File: config.mk
export PLATFORM = sky130hd
export DESIGN_NAME = i2c_cfg_seq
export DESIGN_NICKNAME = d
export VERILOG_FILES = /design/src/rtl/i2c_cfg_seq_pkg.sv /design/src/rtl/i2c_cfg_rom.sv /design/src/rtl/i2c_cfg_seq.sv
export SDC_FILE = /design/constraint.sdc
export NUM_CORES = 1
export LEC_CHECK = 0
export ABC_AREA = 0
export ABC_CLOCK_PERIOD_IN_PS = 2200
export CAP_MARGIN = 20
export CORE_MARGIN = 10
export CORE_UTILIZATION = 50
export DETAILED_ROUTE_END_ITERATION = 16
export PLACE_DENSITY = 0.8
export SYNTH_ARGS = -nofsm -noshare
export SYNTH_HDL_FRONTEND = slang
export SYNTH_SLANG_ARGS = --single-unit
File: constraint.sdc
create_clock -name clk -period 2.2 [get_ports clk]
set_input_delay 0.33 -clock clk [delete_from_list [all_inputs] [get_ports clk]]
set_output_delay 0.33 -clock clk [all_outputs]
set_load 0.02 [all_outputs]
File: src/rtl/i2c_cfg_seq_pkg.sv
// Shared types and codec table constants for the I2C configuration sequencer.
// A board variant changes only the register/data constants below.
package i2c_cfg_seq_pkg;

  localparam int WORD_W = 24;

  localparam logic [7:0] CODEC_SLAVE_ADDR = 8'h34;

  localparam logic [7:0] REG_LLIN   = 8'h00;
  localparam logic [7:0] REG_RLIN   = 8'h02;
  localparam logic [7:0] REG_LHP    = 8'h04;
  localparam logic [7:0] REG_RHP    = 8'h06;
  localparam logic [7:0] REG_APATH  = 8'h08;
  localparam logic [7:0] REG_DPATH  = 8'h0A;
  localparam logic [7:0] REG_PWR    = 8'h0C;
  localparam logic [7:0] REG_IFACE  = 8'h0E;
  localparam logic [7:0] REG_ACTIVE = 8'h12;
  localparam logic [7:0] REG_RESET  = 8'h1E;

  localparam logic [7:0] DAT_RESET  = 8'h00;
  localparam logic [7:0] DAT_PWR    = 8'h10;
  localparam logic [7:0] DAT_LIN    = 8'h17;
  localparam logic [7:0] DAT_HP     = 8'h79;
  localparam logic [7:0] DAT_APATH  = 8'h12;
  localparam logic [7:0] DAT_DPATH  = 8'h00;
  localparam logic [7:0] DAT_IFACE  = 8'h02;
  localparam logic [7:0] DAT_ACTIVE = 8'h01;

  typedef enum logic [2:0] {
    IDLE,
    LOAD,
    XFER,
    GAP,
    CHECK,
    DONE,
    FAIL
  } state_e;

  function automatic logic [WORD_W-1:0] cfg_word(input logic [7:0] reg_addr,
                                                 input logic [7:0] reg_data);
    return {CODEC_SLAVE_ADDR, reg_addr, reg_data};
  endfunction

endpackage

File: src/rtl/i2c_cfg_rom.sv
// Combinational codec configuration table: index -> {slave, reg, data}.
// Entries at or beyond NUM_WORDS read as zero.
module i2c_cfg_rom
  import i2c_cfg_seq_pkg::*;
#(
  parameter int NUM_WORDS = 10
) (
  input  logic [5:0]        idx_i,
  output logic [WORD_W-1:0] word_o
);

  always_comb begin
    word_o = '0;
    if (int'(idx_i) < NUM_WORDS) begin
      case (idx_i)
        6'd0:    word_o = cfg_word(REG_RESET,  DAT_RESET);
        6'd1:    word_o = cfg_word(REG_PWR,    DAT_PWR);
        6'd2:    word_o = cfg_word(REG_LLIN,   DAT_LIN);
        6'd3:    word_o = cfg_word(REG_RLIN,   DAT_LIN);
        6'd4:    word_o = cfg_word(REG_LHP,    DAT_HP);
        6'd5:    word_o = cfg_word(REG_RHP,    DAT_HP);
        6'd6:    word_o = cfg_word(REG_APATH,  DAT_APATH);
        6'd7:    word_o = cfg_word(REG_DPATH,  DAT_DPATH);
        6'd8:    word_o = cfg_word(REG_IFACE,  DAT_IFACE);
        6'd9:    word_o = cfg_word(REG_ACTIVE, DAT_ACTIVE);
        default: word_o = '0;
      endcase
    end
  end

endmodule

File: src/rtl/i2c_cfg_seq.sv
// Walks the codec table through the I2C engine one word at a time, retrying
// NACKed words and leaving a bus-free gap between transactions.
module i2c_cfg_seq
  import i2c_cfg_seq_pkg::*;
#(
  parameter int NUM_WORDS  = 10,
  parameter int MAX_RETRY  = 3,
  parameter int GAP_CYCLES = 4,
  parameter int AUTO_START = 1
) (
  input  logic              clk,
  input  logic              rst,
  input  logic              start,
  output logic [WORD_W-1:0] i2c_data,
  output logic              i2c_go,
  input  logic              i2c_done,
  input  logic              i2c_ack,
  output logic              busy,
  output logic              cfg_done,
  output logic              cfg_err,
  output logic [5:0]        word_idx,
  output logic [3:0]        retry_cnt
);

  localparam logic [5:0] LAST_IDX  = 6'(NUM_WORDS - 1);
  localparam logic [3:0] RETRY_MAX = 4'(MAX_RETRY);
  localparam logic [7:0] GAP_LAST  = 8'(GAP_CYCLES - 1);

  state_e     state_q;
  logic       busy_q;
  logic       done_q;
  logic       err_q;
  logic [5:0] word_idx_q;
  logic [3:0] retry_q;
  logic       armed_q;
  logic       nack_q;
  logic [7:0] gap_q;
  logic       start_run_d;

  // IDLE is only ever entered through reset, so AUTO_START launches exactly once.
  always_comb begin
    start_run_d = 1'b0;
    case (state_q)
      IDLE:       start_run_d = start || (AUTO_START != 0);
      DONE, FAIL: start_run_d = start;
      default:    start_run_d = 1'b0;
    endcase
  end

  always_ff @(posedge clk or posedge rst) begin
    if (rst) begin
      state_q    <= IDLE;
      busy_q     <= 1'b0;
      done_q     <= 1'b0;
      err_q      <= 1'b0;
      word_idx_q <= '0;
      retry_q    <= '0;
      armed_q    <= 1'b0;
      nack_q     <= 1'b0;
      gap_q      <= '0;
    end else if (start_run_d) begin
      state_q    <= LOAD;
      busy_q     <= 1'b1;
      done_q     <= 1'b0;
      err_q      <= 1'b0;
      word_idx_q <= '0;
      retry_q    <= '0;
    end else begin
      case (state_q)
        LOAD: begin
          armed_q <= 1'b0;
          state_q <= XFER;
        end
        // done is only trusted once it has been seen low during this transfer
        XFER: begin
          if (armed_q && i2c_done) begin
            nack_q  <= i2c_ack;
            gap_q   <= '0;
            state_q <= GAP;
          end else if (!i2c_done) begin
            armed_q <= 1'b1;
          end
        end
        GAP: begin
          if (gap_q == GAP_LAST) begin
            gap_q   <= '0;
            state_q <= CHECK;
          end else begin
            gap_q <= gap_q + 8'd1;
          end
        end
        CHECK: begin
          if (!nack_q) begin
            if (word_idx_q == LAST_IDX) begin
              done_q  <= 1'b1;
              busy_q  <= 1'b0;
              state_q <= DONE;
            end else begin
              word_idx_q <= word_idx_q + 6'd1;
              retry_q    <= '0;
              armed_q    <= 1'b0;
              state_q    <= XFER;
            end
          end else if (retry_q < RETRY_MAX) begin
            retry_q <= retry_q + 4'd1;
            armed_q <= 1'b0;
            state_q <= XFER;
          end else begin
            err_q   <= 1'b1;
            busy_q  <= 1'b0;
            state_q <= FAIL;
          end
        end
        IDLE, DONE, FAIL: ;
        default: state_q <= IDLE;
      endcase
    end
  end

  // go must drop in the completion cycle itself, or the engine restarts from state 0.
  assign i2c_go    = (state_q == XFER) && !(armed_q && i2c_done);
  assign busy      = busy_q;
  assign cfg_done  = done_q;
  assign cfg_err   = err_q;
  assign word_idx  = word_idx_q;
  assign retry_cnt = retry_q;

  i2c_cfg_rom #(
    .NUM_WORDS(NUM_WORDS)
  ) u_rom (
    .idx_i (word_idx_q),
    .word_o(i2c_data)
  );

endmodule

==> parameters.txt <==
Parameter                              Value

Synthesis
  Gate count after technology mapping ... 203
  Post-synth EDFFs ... 0
  Seq/Total Area, Yosys ... 0.3432
  Cell area after synthesis ... 1896 um2
  Area share of the largest cell type after synthesis ... 0.3432
  Post-synthesis async set-or-reset flop share ... 1.000
  Synthesis warning total ... 0
  Main area contributors after synthesis ... dfrtp_1 (34%), ha_1 (7.3%), buf_4 (6.3%)
  Distinct cell type count after synthesis ... 55
  Number of flip-flops and latches in the synthesized netlist ... 26
  Per-instance average area after synthesis ... 9.338 um2
  Largest area contributor in the synthesized netlist ... dfrtp_1
  Main flop type after synthesis ... dfrtp_1

Pwr
  Pint ... 1.380 mW
  Switching Share ... 0.4543
  Switching Power ... 1.149 mW
  Pwr dens ... 1090 nW/um2
  Static leakage ... 1.080 nW
  Comb power frac ... 0.586
  Maximum VDD drop ... 0.0006872 V
  Clock share of power ... 0.106
  Portion of total power attributed to sequential cells ... 0.309

Finish
  Fraction of layout instances using a drive strength above 1 ... 0.1680
  Layout Area Growth over Synthesis ... 22.38%
  Most common library cell in the layout ignoring fill and taps ... dfrtp_1
  NumNets Final ... 262
  Number of inserted diodes ... 0
  Most used cells in the layout excluding fill and tap cells ... dfrtp_1 (25), a21oi_1 (18), clkdlybuf4s50_1 (18)

Detailed routing
  Residual DRC count ... 0
  Routed len/inst ... 14.33 um
  Violation count after the first detailed-route iteration ... 101
  Via density per instance ... 5.466
  Total vias in the final route ... 1596
  Drt pass-1 iters ... 4
  Total detailed-routing wirelength ... 4185 um
  Residual antenna-violating net count after detailed routing ... 0

STA
  Clock skew ... 0.004116 ns
  Top achievable clock speed ... 478.0 MHz
  Final-report hold violation count ... 0
  Fin crit period ... 2.092 ns
  Part of the cycle the worst path needs ... 0.9510
  Least setup slack across all paths after layout ... 0.1079 ns
  Total negative slack for setup checks ... 0 ns
  Max-slew violation count ... 0
  Minimum hold slack ... 0.4133 ns
  RSZ-0062 raised after global routing ... no
  Final setup viols ... 0

Worst hold path
  Worst min-delay path category ... in -> async

Floorplanning
  Std-Cell Rows ... 22
  Top-level port count ... 43
  X dimension of the die ... 81.57 um
  Core area ... 3661 um2
  Floorplan die area ... 6654 um2
  Effective utilization at floorplan ... 0.5178
  Die boundary height ... 81.57 um

Clocking
  Clock sink count ... 26
  Clock Pin Slew Worst Setup and Hold Paths ... 0.09 ns
  CTS root buffer ... clkbuf_8
  Clock tree from TritonCTS ... built
  Hold-fix buffers at CTS ... 0
  CTS Buffer Depth ... 2
  H-tree depth ... 1
  CTS buffer count ... 3
  Clk Latency, worst-skew pair ... 0.27 ns

Global routing
  Overall track demand over capacity in global routing ... 0.1276
  Aggregate global routing overflow ... 0
  Number of global-route vias before repair ... 1484
  First-pass GRT wire length ... 6893 um
  Maximum number of pins on one net before global-route repair ... 27
  Antenna violations before repair ... 0

Place
  HPWL after detailed placement ... 3181 um
  Routability congestion estimate from global placement ... 0.8131
  Number of buffers added on ports ... 32
  Pre-CTS setup slack ... 0.02598 ns

Worst setup path
  Critical path startpoint category ... register
  Worst-path fanout max ... 8
  Required time at the worst-slack endpoint ... 1.87 ns
  Setup CP Type ... reg -> out
  Data arrival time of the worst path ... 1.76 ns
  Element type at the critical path end ... primary output

Job
  Max Cap Viol ... 0

Outcome
  Status ... completed
critical path: stages, from the launching register on:
cell and delay [ns]:
dfrtp_1 0.51, inv_2 0.12, ha_1 0.21, a21oi_1 0.14, nor2_1 0.07, buf_4 0.13, dlygate4sd2_1 0.31
final cells by class:
cell class | count | area (um2)
clock buffer | 3 | 41.29
fill | 320 | 1341
inverter | 7 | 26.28
multi-input combinational | 159 | 1106
sequential | 26 | 651.9
tap | 48 | 60.06
timing repair buffer | 49 | 434.2
sequential cells by signal (all words and copies together), names as in the netlist:
name / flops
armed_q: 1
cfg_err: 1
gap_q: 8
cfg_done: 1
busy: 1
nack_q: 1
retry_cnt: 4
word_idx: 6
state_q: 3
metal layers:
| metal | vias up | GRT usage | wire [um] |
|---|---|---|---|
| met5 | - | 0 | 0 |
| met4 | 0 | 0.04592 | 68 |
| met3 | 7 | 0.04039 | 422 |
| met2 | 58 | 0.2014 | 1824 |
| met1 | 742 | 0.1605 | 1870 |
| li1 | 789 | - | - |
logic make-up (layout without fill, tap and decap cells):
family	after synthesis	count (layout)	synth area share
multiplexers	6	6	0.03234
flip-flops	26	26	0.3432
AO/OA/AOI/OAI	53	53	0.2040
adder cells (fa/ha/maj)	11	11	0.07261
other	1	10	0.001978
AND/OR/NAND/NOR	74	74	0.2284
buffers and inverters	27	59	0.09439
XOR/XNOR	5	5	0.02311
cells in the mapped netlist (all sizes together) (2+ instances only):
| cell type | count |
|---|---|
| a21oi | 21 |
| a22o | 3 |
| a31oi | 7 |
| and2 | 3 |
| and3 | 6 |
| buf | 20 |
| dfrtp | 26 |
| ha | 11 |
| inv | 7 |
| mux2i | 5 |
| nand2 | 14 |
| nand2b | 4 |
| nand3 | 7 |
| nand3b | 4 |
| nand4 | 3 |
| nor2 | 18 |
| nor2b | 2 |
| nor3 | 5 |
| o21a | 2 |
| o21ai | 5 |
| o21bai | 2 |
| o2bb2ai | 2 |
| o31a | 2 |
| xnor2 | 3 |
| xor2 | 2 |
repair_timing:
action	in CTS	in global routing
buffers inserted	0	0
setup endpoints to repair	14	10
gates cloned	0	0
gates resized for setup	14	11
power groups by stage:
stage	Sequential (mW)	Clock, mW	Combinational [mW]
2_1_floorplan	0.775	0	1.07
3_3_place_gp	0.780	0	1.51
3_5_place_dp	0.784	0	1.53
4_1_cts	0.776	0.273	1.48
5_1_grt	0.808	0.287	1.65
6_report	0.780	0.267	1.48
worst paths after layout:
kind                                   from            to  slack [ns]  cells after the start
worst min register to register     gap_q[7]      gap_q[7]        0.50                      1
worst max register to register     gap_q[0]      gap_q[7]        0.44                      6
max in group asynchronous               rst   word_idx[1]        1.51                      3
worst min-delay path                    rst   word_idx[4]        0.41                      3
worst max-delay path            word_idx[2]  i2c_data[18]        0.11                      6
min in group clk                   gap_q[7]      gap_q[7]        0.50                      1
stage by stage:
step / utilization / total power, mW / instance area, um2 / std cells
finish: 0.6336 / 2.528 / 2320 / 292
global route: 0.6336 / 2.747 / 2320 / 292
CTS: 0.6312 / 2.530 / 2311 / 292
detailed placement: 0.6244 / 2.311 / 2286 / 289
global placement: 0.6244 / 2.286 / 2286 / 289
floorplan: - / 1.848 / 1931 / 212
Power figures use the tool's default switching activity.
